<file path="config.mk">
export PLATFORM = sky130hd
export DESIGN_NAME = adder_rr_scheduler
export DESIGN_NICKNAME = d
export VERILOG_FILES = /design/src/rtl/adder_rr_scheduler.sv
export SDC_FILE = /design/constraint.sdc
export NUM_CORES = 1
export LEC_CHECK = 0
export ABC_AREA = 1
export BUFFER_PORTS_ARGS = -buffer_cell sky130_fd_sc_hd__buf_2
export CORE_MARGIN = 2
export CORE_UTILIZATION = 33
export CTS_BUF_LIST = sky130_fd_sc_hd__clkbuf_4 sky130_fd_sc_hd__clkbuf_8
export CTS_CLUSTER_SIZE = 28
export DETAILED_ROUTE_END_ITERATION = 8
export PLACE_DENSITY_LB_ADDON = 0.05
export SYNTH_ARGS = -nofsm -noshare
export SYNTH_HDL_FRONTEND = slang
export SYNTH_SLANG_ARGS = --single-unit
</file>
<file path="constraint.sdc">
create_clock -name clk -period 4.4 [get_ports clk]
set_clock_uncertainty 0.05 [all_clocks]
set_input_delay 0.22 -clock clk [delete_from_list [all_inputs] [get_ports clk]]
set_output_delay 0.22 -clock clk [all_outputs]
set_load 0.005 [all_outputs]
</file>
<file path="src/rtl/adder_rr_scheduler.sv">
// adder_rr_scheduler: round-robin arbiter that lends one shared 4-operand
// adder to NREQ requesters, one operation at a time.
// Optional feature: define ADDER_SCHED_OVCNT_EN to build the saturating
// 8-bit overflow event counter on ov_cnt; otherwise ov_cnt is tied to 0.
//
// Result handshake: res_valid rises with a new result and then holds, together
// with res_id/res_sum/res_ov, until a rising edge samples res_ready=1. That
// edge is the transfer. The handshake never drops res_valid without one.
module adder_rr_scheduler #(
  parameter int NREQ = 4,
  parameter int W    = 4
) (
  input  logic                      clk,
  input  logic                      rst,
  input  logic [NREQ-1:0]           req,
  input  logic [NREQ*4*W-1:0]       opnd,
  output logic [NREQ-1:0]           gnt,
  output logic [W-1:0]              add_a,
  output logic [W-1:0]              add_b,
  output logic [W-1:0]              add_c,
  output logic [W-1:0]              add_d,
  input  logic [W-1:0]              add_sum,
  input  logic                      add_ov,
  output logic                      res_valid,
  input  logic                      res_ready,
  output logic [$clog2(NREQ)-1:0]   res_id,
  output logic [W-1:0]              res_sum,
  output logic                      res_ov,
  output logic [7:0]                ov_cnt,
  output logic [1:0]                dbg_state
);

  localparam int IW = $clog2(NREQ);

  typedef enum logic [1:0] {
    S_IDLE  = 2'd0,
    S_ISSUE = 2'd1,
    S_HOLD  = 2'd2
  } state_t;

  state_t          r_state;
  state_t          w_next;
  logic [IW-1:0]   r_ptr;
  logic [IW-1:0]   r_win;
  logic [4*W-1:0]  r_opnd;
  logic            r_res_valid;
  logic [IW-1:0]   r_res_id;
  logic [W-1:0]    r_res_sum;
  logic            r_res_ov;

  logic            w_found;
  logic [IW:0]     w_sh;
  logic [NREQ-1:0] w_rot;
  logic [IW:0]     w_off;
  logic [IW:0]     w_abs;
  logic [IW-1:0]   w_win;
  logic [4*W-1:0]  w_sel_opnd;

  // Rotate req so the bit after ptr sits at position 0, take the lowest set bit.
  always_comb begin
    w_found = |req;
    w_sh    = {1'b0, r_ptr} + 1'b1;
    w_rot   = NREQ'({req, req} >> w_sh);
    w_off   = '0;
    for (int j = NREQ - 1; j >= 0; j--) begin
      if (w_rot[j]) w_off = (IW + 1)'(j);
    end
    w_abs = w_sh + w_off;
    if (w_abs >= (IW + 1)'(NREQ)) w_abs = w_abs - (IW + 1)'(NREQ);
    w_win = IW'(w_abs);
  end

  // Operand slice of the arbitration winner.
  always_comb begin
    w_sel_opnd = '0;
    for (int i = 0; i < NREQ; i++) begin
      if (w_win == IW'(i)) w_sel_opnd = opnd[i*4*W +: 4*W];
    end
  end

  // State register.
  always_ff @(posedge clk or posedge rst) begin
    if (rst) r_state <= S_IDLE;
    else     r_state <= w_next;
  end

  // Next state, grant pulse and adder operand drive.
  always_comb begin
    w_next = r_state;
    gnt    = '0;
    add_a  = '0;
    add_b  = '0;
    add_c  = '0;
    add_d  = '0;
    case (r_state)
      S_IDLE: begin
        if (w_found) w_next = S_ISSUE;
      end
      S_ISSUE: begin
        gnt    = NREQ'(1) << r_win;
        add_a  = r_opnd[4*W-1 -: W];
        add_b  = r_opnd[3*W-1 -: W];
        add_c  = r_opnd[2*W-1 -: W];
        add_d  = r_opnd[W-1:0];
        w_next = S_HOLD;
      end
      S_HOLD: begin
        if (res_ready) w_next = S_IDLE;
      end
      default: w_next = S_IDLE;
    endcase
  end

  // Latch winner/operands on selection, capture adder result on issue.
  always_ff @(posedge clk or posedge rst) begin
    if (rst) begin
      r_ptr       <= IW'(NREQ - 1);
      r_win       <= '0;
      r_opnd      <= '0;
      r_res_valid <= 1'b0;
      r_res_id    <= '0;
      r_res_sum   <= '0;
      r_res_ov    <= 1'b0;
    end else begin
      case (r_state)
        S_IDLE: begin
          if (w_found) begin
            r_win  <= w_win;
            r_opnd <= w_sel_opnd;
          end
        end
        S_ISSUE: begin
          r_res_sum   <= add_sum;
          r_res_ov    <= add_ov;
          r_res_id    <= r_win;
          r_res_valid <= 1'b1;
          r_ptr       <= r_win;
        end
        S_HOLD: begin
          if (res_ready) r_res_valid <= 1'b0;
        end
        default: ;
      endcase
    end
  end

`ifdef ADDER_SCHED_OVCNT_EN
  logic [7:0] r_ov_cnt;

  // Count overflowing issues, sticking at 255.
  always_ff @(posedge clk or posedge rst) begin
    if (rst)                                                  r_ov_cnt <= 8'd0;
    else if (r_state == S_ISSUE && add_ov && r_ov_cnt != 8'hFF) r_ov_cnt <= r_ov_cnt + 8'd1;
  end

  assign ov_cnt = r_ov_cnt;
`else
  assign ov_cnt = 8'd0;
`endif

  assign res_valid = r_res_valid;
  assign res_id    = r_res_id;
  assign res_sum   = r_res_sum;
  assign res_ov    = r_res_ov;
  assign dbg_state = r_state;

endmodule

</file>
Word-level counts from Yosys, hierarchy flattened
Index checks and enable logic that the tools add are counted. Widths: inputs -> output; s select.

Add/subtract/negate cells: 3. Multipliers: 0. Div/mod/pow operators: 0. $lt $le $gt $ge: 1. Equal/unequal tests: 7. Shift-type cells: 2. Muxes and demuxes: 19. Bitwise operators: 0. Reductions and logical operators: 7.

Operators by type and width (number): $mux 16 (4); $mux 4 (5); $mux 3 (3); $mux 2 (4); $shr 8x3->4 (1); $eq 2x2->1 const B (3); $pmux 2 s3 (1); $reduce_and 2->1 (3); $eq 2x1->1 const B (2); $logic_not 2->1 (2); $ne 2x2->1 const B (2); $reduce_or 4->1 (1); $shl 1x2->4 const A (1); $add 2x1->3 const B (1); $add 3x3->3 (1); $ge 3x3->1 const B (1); $pmux 1 s2 (1); $reduce_bool 2->1 (1); $sub 2x1->2 const B (1); $mux 1 (1).

Bits in registers: 30. Bits in latches: 0. Bits in writable memories: 0. Memory bits (read-only): 0. Input bits: 76. Output and inout bits: 38. Logic and storage cells: 47. Memories kept: 0.

Depth between registers and ports, before layout
Gate-level depths: netlist (run 1).

Depth in word-level cells: 14. Depth in mapped cells: 17. Gate-level depth less buffers: 16.

Worst setup path before layout (run 1)
Ideal clock, no wire load.

Kind: register to register. Start: reg r_ptr[0]. End: reg r_opnd[0]. Library setup time: 66 ps. Arrival time: 2139 ps. Required time: 4284 ps. Slack: 2145 ps. Cell stages (with the launch flop): 16. Path buffers: 1. Period minus slack after synthesis: 2255 ps. Cell sequence: dfstp_2 inv_2 nand2_1 nand3_1 nand2_1 nand3_1 nand2_1 nand2_1 ha_1 clkinv_1 a21oi_2 buf_6 nand2_1 nand4_1 nand2_1 nand2_1.

Cells in the longest elaborated chain, start to end: 14. Elaborated cells between the ends (all ways): 18. Those cells by class: add/sub (3); order compare (1); eq/ne (3); shift (1); mux (9); reduce/logical (1).

RTL lines: start, declared (line 43) `logic [IW-1:0] r_ptr;`; start signal, assigned (line 117) `r_ptr <= IW'(NREQ - 1);`; start signal, assigned (line 137) `r_ptr <= r_win;`; $add 2x1->3 * (line 62) `w_sh = {1'b0, r_ptr} + 1'b1;`; $shr 8x3->4 (line 63) `w_rot = NREQ'({req, req} >> w_sh);`; $mux 2 (line 66) `if (w_rot[j]) w_off = (IW + 1)'(j);`; $mux 3 (3 in series) (line 66); $add 3x3->3 * (line 68) `w_abs = w_sh + w_off;`; $ge 3x3->1 / $sub 2x1->2 (equally long branches) (line 69) `if (w_abs >= (IW + 1)'(NREQ)) w_abs = w_abs - (IW + 1)'(NREQ);`; $mux 2 * (line 69); $logic_not 2->1 (line 77) `if (w_win == IW'(i)) w_sel_opnd = opnd[i*4*W +: 4*W];`; $mux 16 (3 in series) (line 77); $mux 16 * (line 77); end signal, assigned (line 129) `r_opnd <= w_sel_opnd;`; end, declared (line 45) `logic [4*W-1:0] r_opnd;`.

Every way passes the cells marked *; elsewhere a longest branch is shown, timed or not. A chain may end at the register's enable or synchronous reset.

Worst setup path after layout (run 1)
Start: reg r_ptr[0]. End: reg r_opnd[4].

Same word-level chain as after synthesis.

==> results of run 1 <==
==> stage by stage <==
step	hold WS [ps]	total power, mW	instance area [µm²]	setup WS [ps]	util (%)
floorplan	259	1.87	2190	2150	-
global placement	277	2.24	2700	1720	42.6
detailed placement	279	2.24	2700	1690	42.6
CTS	79.1	2.52	2820	1680	44.5
global route	80.4	2.79	2820	1440	44.5
finish	83.2	2.47	2820	1690	44.5
==> area by class of cell <==
| type | count | area, µm² | area share, % |
|---|---|---|---|
| Clock inverter | 3 | 40.0 | 1.42 |
| Multi-Input combinational cell | 247 | 1140 | 40.3 |
| Tap cell | 77 | 96.3 | 3.41 |
| Inverter | 43 | 161 | 5.72 |
| Clock buffer | 5 | 68.8 | 2.44 |
| Timing Repair Buffer | 110 | 566 | 20.0 |
| Sequential cell | 30 | 753 | 26.7 |
==> synthesized netlist by cell type, drive strengths merged (2+ instances only) <==
master and instances:
nand2 144, inv 41, nor3 2, nor2 21
buf 16, nand4 16, dfstp 2, nand3b 16
dfrtp 28, clkbuf 6, clkinv 2, o21ai 6
nand3 31
==> logic make-up (layout without fill, tap and decap cells) <==
group                      Yosys count  in the layout  share of synthesized area (%)
AOI/OAI and AO/OA                    7              7                           1.79
adders and majority gates            1              1                          0.577
buffers and inverters               65            161                           14.3
and+or+nand+nor                    231            231                           48.5
DFF                                 30             30                           34.7
other                                1              8                          0.173
==> worst min path at each step <==
| stage | startpoint | end | slack [ps] | cells after the start |
|---|---|---|---|---|
| 2_1_floorplan | rst | dbg_state[0] | 260 | 1 |
| 3_3_place_gp | rst | res_sum[0] | 280 | 3 |
| 3_5_place_dp | rst | res_sum[1] | 280 | 3 |
| 4_1_cts | add_sum[0] | res_sum[0] | 80 | 3 |
| 5_1_grt | add_sum[0] | res_sum[0] | 80 | 3 |
| 6_report | add_sum[0] | res_sum[0] | 80 | 3 |
==> timing repair <==
item,CTS,global route
hold endpoints to repair,28,0
hold buffers,1,0
resized for setup,0,0
==> power groups by stage <==
stage | Clock (mW) | Sequential (mW) | Combinational (mW)
final | 0.274 | 0.515 | 1.69
after global routing | 0.300 | 0.534 | 1.96
after CTS | 0.283 | 0.516 | 1.72
after detailed placement | 0 | 0.519 | 1.72
after global placement | 0 | 0.514 | 1.73
after floorplan | 0 | 0.505 | 1.37
==> registers in the layout, summed over array words and instances, names as in the netlist <==
signal	count
dbg_state	2
res_sum	4
res_valid	1
r_opnd	16
res_ov	1
r_ptr	2
r_win	2
res_id	2
==> metal layers <==
metal	vias up	share of wire (%)	global-route usage (%)
li1	1236	-	-
met1	984	49	24.7
met2	103	41	25.3
met3	6	8.5	4.77
met4	0	1.2	4.76
met5	-	0	0
==> worst max-delay path, cell delays in order (launching register included) <==
cell and delay (ps):
dfstp_2 570, inv_2 70, nand2_1 80, nand3_1 70, nand2_1 110, nand3_1 70, nand2_1 60, nand2_1 50
ha_1 270, clkinv_1 50, buf_4 240, a21oi_2 570, nand2_1 100, nand4_1 160, nand2_1 70, nand2_1 60
==> flow_summary.ini, run 1 <==
[placed_design]
hpwl_um = 4600
place_congestion = 0.805
dp_cells = 506
numPortBuffers = 105

[global_route]
grt_pass1_vias = 2129
gr-total-overflow = 0
track_usage_pct = 17.2
antenna_found_initial = 0
grt_max_degree = 37
grt_pass1_wl_um = 9990

[pwr]
p_clk_share_pct = 11.1
p_sw_mw = 1.31
seqPwrFrac_pct = 20.8
combPwrFrac_pct = 68.1
static-leakage-power_nw = 1.66
switching_share_pct = 53.1
peakVddDrop_uv = 548
power_density_mw_per_mm2 = 877
p_int_mw = 1.16

[timing]
tightest_slew_ps = 704
clock.fmax_mhz = 370
timing_max_transition_violations_final = 0
fin_crit_sh_pct = 61.5
min_period_ps = 2710
setup_viol = 0
slew_headroom_pct = 53.1
rsz0062_at_grt = no
setup_tns_ps = 0
hold_viol = 0

[floorplan]
die_x_um = 85.1
rows = 29
start_util_pct = 34.1
die_y_um = 85.1
core_mm2 = 0.00635
dieArea_mm2 = 0.00724
pin_count = 114

[run]
cap_violations = 0

[cells_and_area]
final_common_cell = nand2_1
final_cell_mix = nand2_1, buf_2, nand3_1
nFillCells = 747
final_layout_size_suffix_gt1_share_pct = 32.9
area_growth_pct = 30.2
final_nets = 514
n_antenna_cell = 0
instances_no_fill = 515

[yosys]
ys_seq_elements = 30
synth_top_area_share_pct = 32.3
async_reset_ff_share_pct = 100
syn_inst = 335
syn_area_per_cell_um2 = 6.47
synth_area_leaders = dfrtp_1, nand2_1, nand3_1
synth-edff-count = 0
ys.flop_type = dfrtp_1
synth.distinct_cells = 25
yosysWarnings = 0
synth_top_area_cell = dfrtp_1
synth_area_mm2 = 0.00217
yosysSeqAreaShare_pct = 34.7

[worst_setup_path]
crit_start = r_ptr[0]
worstPathRequired_ps = 4580
r2r_start = r_ptr[0]
crit_fanout = 36
r2r-end = r_opnd[4]
critPathArrivalTime_ps = 2880
endpoint_kind = flip-flop
worst-r2r-setup-slack_ps = 1690
r2r_cells = 15
critPathKind = reg -> reg
cp-start-kind = flip-flop
crit_path_end = r_opnd[4]

[min_path]
hold_path.class = in -> reg

[drt]
first_pass_iters = 4
wl_um = 5980
viasPerCell = 4.52
vias = 2329
first_iter_violations = 71
wl_per_cell_um = 11.6
drc = 0
ant_nets = 0

[clock_network]
post_cts_buffers = 0
cts_buffer_depth = 2
cts.sinks = 30
cts_root_buffer = clkbuf_8
htreeDepth = 2
clock_latency_ps = 280
cts_tree = yes
cts.clk_slew.worst_paths_ps = 70
cts_buffers = 5

[status]
run_status = finished clean
No activity file was read; power rests on OpenSTA's default activity.
==> inputs of run 2 (changes only) <==
- ABC_AREA: 1 -> 0
- clock period: 4.4 -> 2.8 ns (I/O delays scaled with it)
==> flow_summary.ini, run 2 <==
[run]
cap_violations = 0

[drt]
wl_um = 7270
wl_per_cell_um = 14.1
first_iter_violations = 129
vias = 2450
viasPerCell = 4.75
drc = 0
first_pass_iters = 4
ant_nets = 0

[clock_network]
cts.sinks = 30
clock_latency_ps = 280
cts_root_buffer = clkbuf_8
cts_tree = yes
cts_buffer_depth = 2
htreeDepth = 2
cts_buffers = 5
cts.clk_slew.worst_paths_ps = 70

[pwr]
switching_share_pct = 44.3
power_density_mw_per_mm2 = 1100
p_int_mw = 1.96
combPwrFrac_pct = 66.2
static-leakage-power_nw = 1.52
p_clk_share_pct = 10.5
peakVddDrop_uv = 565
p_total_mw = 3.53
seqPwrFrac_pct = 23.3
p_sw_mw = 1.56

[global_route]
antenna_found_initial = 0
grt_pass1_vias = 2257
gr-total-overflow = 0
grt_pass1_wl_um = 11700
grt_max_degree = 33
track_usage_pct = 17.7

[timing]
clock.fmax_mhz = 380
holdWs_ps = 8.20
slew_headroom_pct = 47.6
fin_crit_sh_pct = 94.0
hold_viol = 0
setup_tns_ps = 0
tightest_slew_ps = 784
timing_max_transition_violations_final = 0
setup_viol = 0
min_period_ps = 2630

[yosys]
yosysSeqAreaShare_pct = 31.0
synth_area_leaders = dfrtp_1, nor2b_1, o21ai_0
synth.most_common_cell = nand2_1
yosysWarnings = 0
synth_area_mm2 = 0.00243
synth_top_area_share_pct = 28.8
syn_inst = 310
synth_top_area_cell = dfrtp_1
async_reset_ff_share_pct = 100
synth.distinct_cells = 42
synth-edff-count = 0
synthTopCellsByCount = nand2_1, o21ai_0, nor2_1, nor2b_1, dfrtp_1
ys.flop_type = dfrtp_1
syn_area_per_cell_um2 = 7.84
ys_seq_elements = 30

[placed_design]
numPortBuffers = 105
dp_cells = 499
place_congestion = 0.857
hpwl_um = 5470

[cells_and_area]
final_layout_size_suffix_gt1_share_pct = 36.2
largest_reg_flops = 16
post-route-util_pct = 44.5
final_nets = 493
final_cell_mix = buf_2, nand2_1, o21ai_0
final_common_cell = buf_2
instances_no_fill = 516
area_growth_pct = 31.4
top_register = r_opnd
n_antenna_cell = 0

[worst_setup_path]
slowest_delay_ps = 600
crit_chain = nand2b_1 > a21boi_0 > o221ai_1 > o21ai_0 > ha_2 > buf_4 > buf_4 > nor2b_1 > o211ai_1 > nand4_1 > a2bb2oi_2
cp-start-kind = flip-flop
path_depth = 11
critPathKind = reg -> reg
worstPathRequired_ps = 2970
crit_buf_inv = 2
crit_fanout = 16
crit_family = compound AO/OA/AOI/OAI gates
endpoint_kind = flip-flop
cp_common_cell = buf_4
critPathArrivalTime_ps = 2800
crit_path_top_delay_cell = dfstp_2
r2r_cells = 11

[floorplan]
start_util_pct = 33.9
dieArea_mm2 = 0.00807
die_y_um = 89.8
rows = 31
pin_count = 114
core_mm2 = 0.00718
die_x_um = 89.8

[min_path]
hold_path.class = in -> reg
min_path_cells = 3

[status]
run_status = finished clean
## run 2: worst reg2reg max path, cell delays in order, from the launching register on
cell	delay (ps)
dfstp_2	600
nand2b_1	150
a21boi_0	90
o221ai_1	170
o21ai_0	130
ha_2	330
buf_4	150
buf_4	160
nor2b_1	130
o211ai_1	230
nand4_1	210
a2bb2oi_2	170
## run 2: power by group through the flow
stage,clock network (mW),registers (mW),logic [mW]
floorplan,0,0.793,1.66
global placement,0,0.834,2.24
detailed placement,0,0.837,2.25
CTS,0.380,0.829,2.27
global route,0.397,0.859,2.62
finish,0.369,0.821,2.33
## run 2: repair_timing
action	CTS	global route
hold buffers	4	0
endpoints found under the setup margin	0	16
gates resized for setup	0	2
setup buffers	0	5
endpoints found under the hold margin	31	0
## run 2: metal layers
layer	global-route usage (%)	vias to the layer above	wire length (µm)
li1	-	1269	-
met1	29.1	1080	3830
met2	23.2	95	2930
met3	2.43	6	421
met4	5.51	0	82
met5	0	-	0
## run 2: kinds of logic after synthesis
logic type / Yosys count / synth area share (%)
adders and majority gates: 1 / 0.515
AOI/OAI and AO/OA: 86 / 28.5
and+or+nand+nor: 155 / 32.3
buffers and inverters: 37 / 7.56
DFF: 30 / 31.0
other: 1 / 0.154
## run 2: through the flow
step | worst slack, ps | area (µm²)
final | 167 | 3200
after global routing | -8.00 | 3200
after CTS | 120 | 3150
after detailed placement | 142 | 3020
after global placement | 200 | 3020
after floorplan | 179 | 2460
## run 2: worst paths after layout
path                            start         end  slack [ps]
min reg2reg                 res_id[1]   res_id[1]         420
min in group asynchronous         rst   r_opnd[7]         430
min                        add_sum[2]  res_sum[2]           8
max reg2reg                  r_ptr[1]   r_opnd[0]         170
max                          r_ptr[1]   r_opnd[0]         170
max in group asynchronous         rst    r_ptr[1]        1940
## run 2: final cells by class
| type | instances | area, µm² |
|---|---|---|
| inverters | 5 | 18.8 |
| clock buffers | 7 | 90.1 |
| well taps | 99 | 124 |
| repair buffers | 124 | 682 |
| flip-flops and latches | 30 | 753 |
| multi-input cells | 250 | 1520 |
| fillers | 788 | 3980 |
| clock inverters | 1 | 5.00 |
==> inputs of run 3 (changes only) <==
- CORE_UTILIZATION: 33 -> 44
- clock period: 2.8 -> 2.2 ns (I/O delays scaled with it)
==> flow_summary.ini, run 3 (same netlist as run 2, synthesis figures left out) <==
[placed_design]
detailed_place.area_mm2 = 0.00303
place_congestion = 0.860
hpwl_um = 5240
numPortBuffers = 105
dp_cells = 477

[floorplan]
rows = 27
start_util_pct = 45.0
core_mm2 = 0.00541
dieArea_mm2 = 0.00614
pin_count = 114
die_x_um = 78.3
die_y_um = 78.3

[timing]
timing_max_transition_violations_final = 0
setup_tns_ps = -917
rsz0062_at_grt = yes
setup_viol = 16
tightest_slew_ps = 639
slew_headroom_pct = 57.4
hold_viol = 0
worst_slack_ps = -105
clock.fmax_mhz = 434
min_period_ps = 2310
fin_crit_sh_pct = 105

[global_route]
antenna_found_initial = 0
gr-total-overflow = 0
grt_pass1_wl_um = 11500
grt_pass1_vias = 2243
track_usage_pct = 23.5
grt_max_degree = 33

[worst_setup_path]
crit_chain = nand2b_4 > a21boi_2 > o221ai_2 > o21ai_1 > ha_2 > nand2b_4 > buf_6 > nor2_1 > o211ai_1 > nand4_1 > a2bb2oi_2
endpoint_kind = flip-flop
crit_fanout = 7
worstPathRequired_ps = 2360
crit_start = r_ptr[1]
crit_buf_inv = 1
r2r_start = r_ptr[1]
crit_path_top_delay_cell = dfstp_2
cp_common_cell = nand2b_4
critPathArrivalTime_ps = 2460
crit_family = compound AO/OA/AOI/OAI gates
cp-start-kind = flip-flop
slowest_delay_ps = 550
critPathKind = reg -> reg

[drt]
first_pass_iters = 4
wl_um = 7150
ant_nets = 0
drc = 0
vias = 2519
viasPerCell = 5.09
first_iter_violations = 124
wl_per_cell_um = 14.4

[cells_and_area]
nFillCells = 546
n_antenna_cell = 0
largest_reg_flops = 16
area_growth_pct = 35.2
final_layout_size_suffix_gt1_share_pct = 38.3
final_common_cell = buf_2
instances_no_fill = 495
design_area_mm2 = 0.00329
final_cell_mix = buf_2, nand2_1, nor2_1, nor2b_1, dfrtp_1
final_nets = 499
top_register = r_opnd

[clock_network]
cts_buffer_depth = 2
cts_root_buffer = clkbuf_8
cts.sinks = 30
htreeDepth = 2
cts_buffers = 5
cts.clk_slew.worst_paths_ps = 70
clock_latency_ps = 280
cts_tree = yes

[run]
cap_violations = 0

[status]
run_status = finished, violations left
violations = negative setup slack

[pwr]
p_total_mw = 4.73
peakVddDrop_uv = 834
static-leakage-power_nw = 1.56
power_density_mw_per_mm2 = 1440

[min_path]
hold_start = opnd[48]
hold_path.class = in -> reg
run 3: cell types whose count changed in the layout (fill, tap and decap cells not counted), moves of 2 or more:
cell	delta
o21ai_0	-12
o21ai_1	+12
buf_6	+3
dlygate4sd3_1	+3
nor2_1	-3
a21boi_0	-2
nand2b_1	-2
nand2b_4	+2
nor2_2	+2
run 3: metrics by stage:
stage / hold WS (ps) / setup WS (ps) / util (%)
floorplan: 149 / -144 / -
global placement: 164 / -38.8 / 56.1
detailed placement: 172 / -115 / 56.1
CTS: 20.4 / -68.1 / 60.2
global route: 26.5 / -241 / 60.8
finish: 25.9 / -105 / 60.8
run 3: repair_timing:
action,CTS,global route
hold buffers,7,0
pin swaps,12,14
endpoints found under the setup margin,16,16
gates resized for setup,8,9
buffers inserted,1,1
gates cloned,1,0
endpoints found under the hold margin,18,0
run 3: per-layer routing:
metal	share of wire, %	global-route usage [%]	vias up
met5	0	0	-
met4	0.62	4.21	0
met3	6.8	2.99	4
met2	43	34.0	100
met1	50	37.5	1123
li1	-	-	1292
run 3: layout make-up:
type | count | area, µm² | area share [%]
multi-input combinational | 251 | 1590 | 48.4
clock inverter | 1 | 5.00 | 0.152
clock buffer | 7 | 90.1 | 2.74
inverter | 5 | 18.8 | 0.571
sequential | 30 | 753 | 22.9
tap | 72 | 90.1 | 2.74
timing repair buffer | 129 | 738 | 22.5
run 3: report_power, final:
group	leakage (nW)	internal, mW	total [mW]	switching (mW)
Sequential	0.359	0.859	1.04	0.180
Clock	0.0517	0.264	0.464	0.200
Combinational	1.15	1.51	3.22	1.71
Total	1.56	2.63	4.73	2.09
run 3: worst paths after layout:
kind                            cells past startpoint            to  slack (ps)
worst min-delay path                                2     r_opnd[0]          30
min in group asynchronous                           3  dbg_state[0]         410
worst min register to register                      2    res_sum[1]         420
worst max register to register                     11     r_opnd[1]        -110
max in group asynchronous                           4     r_opnd[7]        1030
worst max-delay path                               11     r_opnd[1]        -110
